## src/rtl/fsm_burst.sv

```systemverilog
// fsm_burst: edge-triggered counting burst generator, IDLE -> RUN -> HOLD -> DONE -> IDLE.
// Optional macro FSM_BURST_ABORT_EN: dropping en during RUN or HOLD aborts the burst back to IDLE.
module fsm_burst #(
    parameter int DW       = 4,
    parameter int CNT_MAX  = 10,
    parameter int HOLD_CYC = 3
) (
    input  logic          clk,
    input  logic          rst,
    input  logic          en,
    input  logic          dir,
    output logic [DW-1:0] dout,
    output logic          busy,
    output logic          done,
    output logic [1:0]    state
);

    typedef enum logic [1:0] {
        IDLE = 2'd0,
        RUN  = 2'd1,
        HOLD = 2'd2,
        DONE = 2'd3
    } state_t;

    localparam logic [DW-1:0] TOP_VAL   = DW'(CNT_MAX - 1);
    localparam logic [7:0]    HOLD_LAST = 8'(HOLD_CYC - 1);

    generate
        if (DW < 1 || DW > 30) begin : g_bad_dw
            $error("fsm_burst: DW=%0d out of range 1..30", DW);
        end
        if (CNT_MAX < 1 || CNT_MAX > (2 ** DW)) begin : g_bad_cnt
            $error("fsm_burst: CNT_MAX=%0d out of range 1..2**DW", CNT_MAX);
        end
        if (HOLD_CYC < 1 || HOLD_CYC > 255) begin : g_bad_hold
            $error("fsm_burst: HOLD_CYC=%0d out of range 1..255", HOLD_CYC);
        end
    endgenerate

    state_t        state_q;
    state_t        state_n;
    logic [DW-1:0] dout_q;
    logic [DW-1:0] dout_n;
    logic          dir_q;
    logic          dir_n;
    logic [7:0]    hold_cnt;
    logic [7:0]    hold_n;
    logic          en_d;
    logic          done_q;
    logic          start;
    logic [DW-1:0] last_val;

    assign start    = en & ~en_d & (state_q == IDLE);
    assign last_val = dir_q ? '0 : TOP_VAL;

    always_comb begin
        state_n = state_q;
        dout_n  = dout_q;
        dir_n   = dir_q;
        hold_n  = hold_cnt;
        case (state_q)
            IDLE: begin
                dout_n = '0;
                hold_n = '0;
                if (start) begin
                    state_n = RUN;
                    dir_n   = dir;
                    dout_n  = dir ? TOP_VAL : '0;
                end
            end
            RUN: begin
                if (dout_q != last_val) begin
                    dout_n = dir_q ? (dout_q - DW'(1)) : (dout_q + DW'(1));
                end else begin
                    state_n = HOLD;
                    hold_n  = '0;
                end
            end
            HOLD: begin
                hold_n = hold_cnt + 8'd1;
                if (hold_cnt == HOLD_LAST) begin
                    state_n = DONE;
                end
            end
            DONE: begin
                state_n = IDLE;
                dout_n  = '0;
                hold_n  = '0;
            end
            default: begin
                state_n = IDLE;
                dout_n  = '0;
                hold_n  = '0;
            end
        endcase
`ifdef FSM_BURST_ABORT_EN
        // Abort wins over normal sequencing; DONE is never reached on this path.
        if ((state_q == RUN || state_q == HOLD) && !en) begin
            state_n = IDLE;
            dout_n  = '0;
            hold_n  = '0;
        end
`endif
    end

    always_ff @(posedge clk or posedge rst) begin
        if (rst) begin
            state_q  <= IDLE;
            dout_q   <= '0;
            dir_q    <= 1'b0;
            hold_cnt <= '0;
            en_d     <= 1'b0;
            done_q   <= 1'b0;
        end else begin
            state_q  <= state_n;
            dout_q   <= dout_n;
            dir_q    <= dir_n;
            hold_cnt <= hold_n;
            en_d     <= en;
            done_q   <= (state_n == DONE);
        end
    end

    // done comes from its own flop so it is glitch-free and aligned with state == DONE.
    assign dout  = dout_q;
    assign busy  = (state_q != IDLE);
    assign done  = done_q;
    assign state = state_q;

endmodule

```

## config.mk

```make
export PLATFORM = sky130hd
export DESIGN_NAME = fsm_burst
export DESIGN_NICKNAME = d
export VERILOG_FILES = /design/src/rtl/fsm_burst.sv
export SDC_FILE = /design/constraint.sdc
export NUM_CORES = 1
export LEC_CHECK = 0
export ABC_AREA = 1
export CORE_MARGIN = 3
export CORE_UTILIZATION = 60
export CTS_BUF_LIST = sky130_fd_sc_hd__clkbuf_2
export CTS_CLUSTER_SIZE = 12
export DETAILED_ROUTE_END_ITERATION = 12
export GPL_TIMING_DRIVEN = 0
export PLACE_DENSITY = 0.8
export REMOVE_ABC_BUFFERS = 1
export SYNTH_ARGS = -nofsm -noshare
export SYNTH_HDL_FRONTEND = slang
export SYNTH_SLANG_ARGS = --single-unit
```

## constraint.sdc

```tcl
create_clock -name clk -period 2.6 [get_ports clk]
set_input_delay 0.26 -clock clk [delete_from_list [all_inputs] [get_ports clk]]
set_output_delay 0.26 -clock clk [all_outputs]
set_load 0.05 [all_outputs]
```

After elaboration in Yosys (flattened, before gate mapping)

Index checks and enable logic that the tools add are counted.
W data, S select, Z words.

Register bits: 17
Input bits: 4
Memory bits (read-only): 0
Output and inout bits: 8
Latch bits: 0
Bits in writable memories: 0
Memories: 0

Multiplexer cells: 12
Shift-type cells: 0
Bitwise gates (word level): 3
Div/mod/pow operators: 0
Order comparisons: 0
Reduce and logical (&&, ||, !) cells: 6
Equal/unequal tests: 8
Multipliers: 0
$add $sub $neg: 3

Operators by type and width:

| operator              | count |
|---|---|
| $pmux W8 S3           | 1 |
| $mux W4               | 5 |
| $pmux W4 S3           | 1 |
| $add A8 B1 Y8 const B | 1 |
| $eq A8 B2 Y1 const B  | 1 |
| $mux W8               | 1 |
| $pmux W2 S4           | 1 |
| $eq A2 B2 Y1 const B  | 3 |
| $mux W2               | 3 |
| $add A4 B1 Y4 const B | 1 |
| $ne A2 B2 Y1 const B  | 2 |
| $ne A4 B4 Y1          | 1 |
| $reduce_and A2 Y1     | 2 |
| $sub A4 B1 Y4 const B | 1 |
| $reduce_bool A3 Y1    | 1 |
| $and A1 B1 Y1         | 2 |
| $eq A2 B1 Y1 const B  | 1 |
| $logic_not A2 Y1      | 1 |
| $reduce_bool A2 Y1    | 1 |
| $reduce_or A2 Y1      | 1 |
| $not A1 Y1            | 1 |

Depth between registers and ports, before layout

Gate-level depths: netlist of run 1.

Word-level depth: 6
Mapped depth: 9
Gate-level depth less buffers: 9

Worst setup path after synthesis of run 1

No wires, ideal clock.

Kind: flip-flop to flip-flop
From: register state_q[0] (netlist: state[0])
To: register done_q (netlist: done)
Setup slack: 0.612 ns
Data required time: 2.479 ns
Cell stages (with the launch flop): 9
Arrival time: 1.867 ns
Library setup time: 0.121 ns
Cell sequence: dfrtp_1 inv_1 ha_1 inv_1 nor2_1 nand2_1 a21oi_1 a21oi_1 nor2_1

Cells in the longest elaborated chain, start to end: 5
Elaborated cells on any way between the ends: 10

RTL lines:

| element                | line   | text |
|---|---|---|
| from (decl)            | 40     | `state_t state_q;` |
| from (signal assigned) | 115    | `state_q <= state_n;` |
| $logic_not A2 Y1       | 53, 61 |  |
| $and A1 B1 Y1          | 53     | `assign start = en & ~en_d & (state_q == IDLE);` |
| $mux W2                | 65     | `if (start) begin` |
| $pmux W2 S4 *          | 61     | `case (state_q)` |
| $eq A2 B2 Y1 *         | 120    | `done_q <= (state_n == DONE);` |
| to (signal assigned)   | 120    |  |
| to (decl)              | 49     | `logic done_q;` |

Every way passes the cells marked *; elsewhere a longest branch is shown, timed or not.
A chain may end at the register's enable or synchronous reset.

Worst setup path in the final report of run 1

From: register state_q[1] (netlist: state[1])
To: output port busy

Cells in the longest elaborated chain, start to end: 1

RTL lines:

| element            | line | text |
|---|---|---|
| $reduce_bool A2 Y1 | 126  | `assign busy = (state_q != IDLE);` |
| to (decl)          | 13   | `output logic busy,` |

Every way passes these cells.

==> results of run 1 <==
[how the worst max path moves through the flow]
stage,to,start
2_1_floorplan,done,state[0]
3_3_place_gp,busy,state[1]
3_5_place_dp,busy,state[1]
4_1_cts,busy,state[1]
5_1_grt,busy,state[1]
6_report,busy,state[1]
[kinds of logic (layout without fill, tap and decap cells)]
group	count (synthesis)	after routing	share of synthesized area, %
buf+inv	22	36	8.26
fa+ha+maj	11	11	13.3
simple gates	78	78	31.4
flops	17	17	39.0
xor+xnor	1	1	0.803
compound gates	15	15	7.22
[per-stage QoR]
| stage | setup WS (ps) | cell area (µm²) | util (%) | instances | total power [mW] |
|---|---|---|---|---|---|
| floorplan | 612 | 1080 | - | 143 | 0.916 |
| global placement | 761 | 1220 | 75.7 | 178 | 1.09 |
| detailed placement | 742 | 1220 | 75.7 | 178 | 1.11 |
| CTS | 389 | 1240 | 76.9 | 182 | 1.23 |
| global route | 259 | 1240 | 76.9 | 182 | 1.34 |
| finish | 381 | 1240 | 76.9 | 182 | 1.23 |
[worst reg2reg max path, cell delays in order (launching register included)]
cell,delay [ps]
dfrtp_1,470
inv_1,120
ha_1,280
nand2_4,210
nand2_1,120
a21oi_1,200
nor2_1,60
[cell type report]
class                      instances  area [µm²]  share of cell area [%]
sequential                        17         425                    34.3
multi-input combinational        105         576                    46.4
timing repair buffer              11         110                    8.88
tap                               24        30.0                    2.42
clock buffer                       4        20.0                    1.61
inverter                          21        78.8                    6.36
[sequential cells by signal, indices dropped and copies added (netlist names)]
register	cells
hold_cnt	8
dir_q	1
en_d	1
done	1
state	2
dout	4
[layer usage]
layer  global-route usage [%]  vias up  share of wire (%)
li1                         -      486                  -
met1                     24.2      420                 48
met2                     33.3       16                 48
met3                     3.99        5                3.4
met4                     4.27        0                1.1
met5                        0        -                  0
[placed cells by master (no fill, tap or decap), drive strengths merged]
cell / netlist / final
ha: 10 / 10
fa: 1 / 1
nand3: 10 / 10
nor2: 12 / 12
nand4: 5 / 5
inv: 21 / 21
nand2: 46 / 46
clkbuf: 0 / 4
clkdlybuf4s50: 0 / 11
or2: 1 / 1
nor3: 4 / 4
dfrtp: 17 / 17
o21ai: 9 / 9
xnor2: 1 / 1
a21oi: 6 / 6
[power groups by stage]
| stage | Combinational [mW] | Sequential [mW] | Clock, mW |
|---|---|---|---|
| 4_1_cts | 0.725 | 0.383 | 0.125 |
| 6_report | 0.722 | 0.381 | 0.126 |
| 3_5_place_dp | 0.724 | 0.389 | 0 |
| 3_3_place_gp | 0.702 | 0.384 | 0 |
| 5_1_grt | 0.803 | 0.392 | 0.142 |
| 2_1_floorplan | 0.422 | 0.493 | 0 |
==> flow_summary_export.csv, run 1 <==
group,metric,value,unit
run_status,outcome,"completed",
logic_synthesis,synthTopCellsByArea,"dfrtp_1 39%, nand2_1 15%, ha_1 11%",
critical_path,worst_ep_arrival_time,1960,ps
logic_synthesis,yosysTopAreaCellShare,39.0,%
sta,slew_violations,0,
place,gp_congestion,0.857,
power_and_ir_drop,combPwrFrac,58.8,%
sta,worstMarginPinSlew,673,ps
routing,drtPass1Iterations,6,
critical_path,crit_type,"reg2out",
finish,synthToLayoutAreaGrowth,13.6,%
cts,cts_root_buf,"clkbuf_2",
sta,hold_violations,0,
sta,finalSetupViolCount,0,
critical_path,crit_chain,"inv_1 > ha_1 > inv_1 > clkdlybuf4s50_1",
min_path,holdCritPathClass,"in2async",
critical_path,r2r-end,"done",
critical_path,critical_path.max_stage_delay,800,ps
global_routing,grt_overflow,0,
sta,period_share,85.3,%
routing,vias_per_cell,5.09,
cts,post-cts-setup-buffers,0,
cts,clkTransAtPathRegs,170,ps
critical_path,regToRegStartpoint,"state[1]",
power_and_ir_drop,swShare,51.4,%
sta,rsz0062_at_grt,"false",
critical_path,crit_family,"buffers and inverters",
sta,finalCriticalPeriod,2220,ps
routing,via_count,927,
cts,cts_buffers,3,
critical_path,required,2340,ps
die,die_y,48.6,µm
sta,relSlewSlack,55.1,%
cts,clockBufferDepth,2,
global_routing,grt_pass1_wl,3600,µm
global_routing,grtUsageTotal,19.1,%
routing,drtIter0Drc,19,
finish,nNetsFinal,174,
routing,ant_nets,0,
die,start_util,67.7,%
sta,max_freq,451,MHz
logic_synthesis,yosys_warnings,0,
logic_synthesis,synth.avg_cell_area,7.58,µm²
die,io_pins,12,
power_and_ir_drop,peakVddDrop,703,µV
logic_synthesis,syn_inst,144,
die,core,1610,µm²
cts,clock_latency,300,ps
critical_path,reg2reg_depth,6,
logic_synthesis,ys_top_cells_by_count,"45 x nand2_1, 21 x inv_1, 17 x dfrtp_1, 12 x nor2_1, 10 x ha_1",
place,hpwl,1600,µm
routing,drc,0,
logic_synthesis,synth-async-reset-ratio,100,%
global_routing,grt_max_degree,19,
logic_synthesis,synth_flop_cell,"dfrtp_1",
power_and_ir_drop,power.density,991,nW/µm²
finish,nFillCells,126,
global_routing,antenna_found_initial,0,
logic_synthesis,yosysMostFrequentCell,"nand2_1",
sta,skew,8.00,ps
routing,avgRoutedWirePerCell,11.5,µm
cts,h-tree-depth,1,
finish,diodes,0,
place,port_buffers,11,
critical_path,slowest_stage,"clkdlybuf4s50_1",
power_and_ir_drop,internal_power,0.598,mW
global_routing,grt_pass1_vias,842,
die,fp.dieArea,2370,µm²
logic_synthesis,yosysTopAreaCell,"dfrtp_1",
power_and_ir_drop,pwr-share-seq,31.0,%
critical_path,cp-end-kind,"output port",
logic_synthesis,post_synth_instance_area,1090,µm²
power_and_ir_drop,cellLeakagePower,0.640,nW
die,placementRows,14,
cts,cts_hold_buf,0,
critical_path,worstSetupStartpointType,"flip-flop",
logic_synthesis,ys_types,19,
critical_path,crit_buf_inv,3,
sta,setup_tns,0,ps
logic_synthesis,synth_seq_cells,17,
sta,fin_hold_ws,333,ps
finish,drive_gt1_share,5.70,%
cts,tritoncts,"built",
cts,post_cts_resized,0,
power_and_ir_drop,p_switching,0.631,mW
critical_path,path_common_cell,"inv_1",
critical_path,rrSetupSlack,1050,ps
power_and_ir_drop,pwr-share-clk,10.2,%
flow_run,max-cap-violations,0,
critical_path,cp_num_cells,4,
routing,wl,2090,µm
logic_synthesis,seq_area_frac_synth,39.0,%
logic_synthesis,synth_edf_count,0,
die,die_w,48.6,µm
cts,cts.sinks,17,
critical_path,cp_max_fo,6,
No activity file was read; power rests on OpenSTA's default activity.
==> run 2, diff against run 1 <==
--- a/config.mk
+++ b/config.mk
@@ -14,6 +14,7 @@
 export GPL_TIMING_DRIVEN = 0
 export PLACE_DENSITY = 0.8
 export REMOVE_ABC_BUFFERS = 1
+export SETUP_SLACK_MARGIN = 0.02
 export SYNTH_ARGS = -nofsm -noshare
 export SYNTH_HDL_FRONTEND = slang
 export SYNTH_SLANG_ARGS = --single-unit
==> results of run 2 <==
Final layout, timing and power as in run 1 (identical DEF).
==> run 3, diff against run 2 <==
--- a/config.mk
+++ b/config.mk
@@ -6,13 +6,14 @@
 export NUM_CORES = 1
 export LEC_CHECK = 0
 export ABC_AREA = 1
+export CORE_ASPECT_RATIO = 1.5
 export CORE_MARGIN = 3
-export CORE_UTILIZATION = 60
+export CORE_UTILIZATION = 45
 export CTS_BUF_LIST = sky130_fd_sc_hd__clkbuf_2
 export CTS_CLUSTER_SIZE = 12
 export DETAILED_ROUTE_END_ITERATION = 12
 export GPL_TIMING_DRIVEN = 0
-export PLACE_DENSITY = 0.8
+export PLACE_DENSITY = 0.62
 export REMOVE_ABC_BUFFERS = 1
 export SETUP_SLACK_MARGIN = 0.02
 export SYNTH_ARGS = -nofsm -noshare
==> flow_summary_export.csv, run 3 (same netlist as run 1, synthesis figures left out) <==
group,metric,value,unit
run_status,outcome,"completed",
power_and_ir_drop,cellLeakagePower,0.640,nW
place,dpl.cell_count,177,
sta,max_freq,451,MHz
sta,skew,2.59,ps
sta,finalCriticalPeriod,2220,ps
sta,period_share,85.2,%
global_routing,antenna_found_initial,0,
power_and_ir_drop,combPwrFrac,58.7,%
finish,stdcell_count,181,
die,start_util,48.3,%
sta,fin_ws,385,ps
global_routing,grt_pass1_wl,3700,µm
critical_path,required,2340,ps
die,core,2260,µm²
critical_path,worst_ep_arrival_time,1960,ps
sta,hold_violations,0,
power_and_ir_drop,swShare,51.5,%
die,placementRows,21,
power_and_ir_drop,internal_power,0.597,mW
cts,h-tree-depth,1,
routing,avgRoutedWirePerCell,11.8,µm
critical_path,crit_type,"reg2out",
power_and_ir_drop,power.density,993,nW/µm²
global_routing,grt_pass1_vias,928,
finish,largest-register,"hold_cnt",
die,die_y,66.3,µm
cts,clock_latency,300,ps
finish,final_common_cell,"nand2_1",
cts,clkTransAtPathRegs,170,ps
sta,fin_hold_ws,332,ps
power_and_ir_drop,total_power,1.23,mW
finish,synthToLayoutAreaGrowth,13.5,%
die,fp.dieArea,3060,µm²
routing,wl,2140,µm
global_routing,grt_overflow,0,
routing,ant_nets,0,
global_routing,grt_max_degree,19,
place,hpwl,1630,µm
power_and_ir_drop,pwr-share-clk,10.4,%
critical_path,cp_max_fo,6,
sta,relSlewSlack,54.9,%
cts,clockBufferDepth,2,
sta,worstMarginPinSlew,675,ps
cts,cts.sinks,17,
die,io_pins,12,
routing,drc,0,
power_and_ir_drop,pwr-share-seq,30.9,%
cts,tritoncts,"built",
cts,post_cts_resized,0,
routing,drtPass1Iterations,4,
power_and_ir_drop,peakVddDrop,505,µV
place,gp_congestion,0.827,
finish,diodes,0,
finish,finalInstanceArea,1240,µm²
cts,post-cts-setup-buffers,0,
finish,largest_reg_flops,8,
flow_run,max-cap-violations,0,
sta,slew_violations,0,
place,placed_cell_area,1220,µm²
sta,finalSetupViolCount,0,
finish,nNetsFinal,174,
cts,cts_hold_buf,0,
routing,drtIter0Drc,20,
critical_path,worstSetupStartpointType,"flip-flop",
global_routing,grtUsageTotal,16.5,%
place,dp_slack,750,ps
routing,vias_per_cell,5.08,
min_path,holdCritPathClass,"in2async",
routing,via_count,920,
sta,rsz0062_at_grt,"false",
finish,drive_gt1_share,5.70,%
place,port_buffers,11,
cts,cts_root_buf,"clkbuf_2",
finish,fin_util,54.8,%
die,die_w,46.2,µm
cts,cts_buffers,3,
power_and_ir_drop,p_switching,0.633,mW
sta,setup_tns,0,ps
finish,layout_common_cells,"45 x nand2_1, 21 x inv_1, 17 x dfrtp_1, 12 x nor2_1, 11 x clkdlybuf4s50_1",
critical_path,cp-end-kind,"output port",
## run 3: cell counts in the layout (fill, tap and decap cells not counted)
Identical to the previous run, type by type.
## run 3: power groups by stage
| stage | Clock, mW | Sequential (mW) | Combinational [mW] |
|---|---|---|---|
| global placement | 0 | 0.385 | 0.713 |
| finish | 0.128 | 0.380 | 0.722 |
| CTS | 0.138 | 0.381 | 0.731 |
| detailed placement | 0 | 0.386 | 0.729 |
| floorplan | 0 | 0.493 | 0.422 |
| global route | 0.136 | 0.391 | 0.816 |
## run 3: routing by layer
layer,vias to the layer above,routed length (µm),track usage [%]
met2,12,1120,28.6
li1,483,-,-
met1,421,956,18.9
met4,0,24,8.19
met3,4,40,1.63
met5,-,0,0
## run 3: critical path, stage by stage (launching register included)
cell and delay (ps):
dfrtp_1 470, inv_1 120, ha_1 190, inv_1 70, clkdlybuf4s50_1 800
## run 3: layout make-up
type	instances	area, µm²
clock buffer	4	20.0
fill	239	1020
inverter	21	78.8
multi-input combinational	105	576
sequential	17	425
tap	23	28.8
timing repair buffer	11	110
## run 3: final timing paths
| kind | start | end | slack (ps) | cells past startpoint |
|---|---|---|---|---|
| worst max register to register | state[0] | done | 1010 | 8 |
| min in group clk | en | en_d | 430 | 1 |
| max in group asynchronous | rst | en_d | 1850 | 2 |
| worst min register to register | hold_cnt[0] | hold_cnt[0] | 550 | 1 |
| worst max-delay path | state[1] | busy | 380 | 4 |
| worst min-delay path | rst | hold_cnt[6] | 330 | 2 |
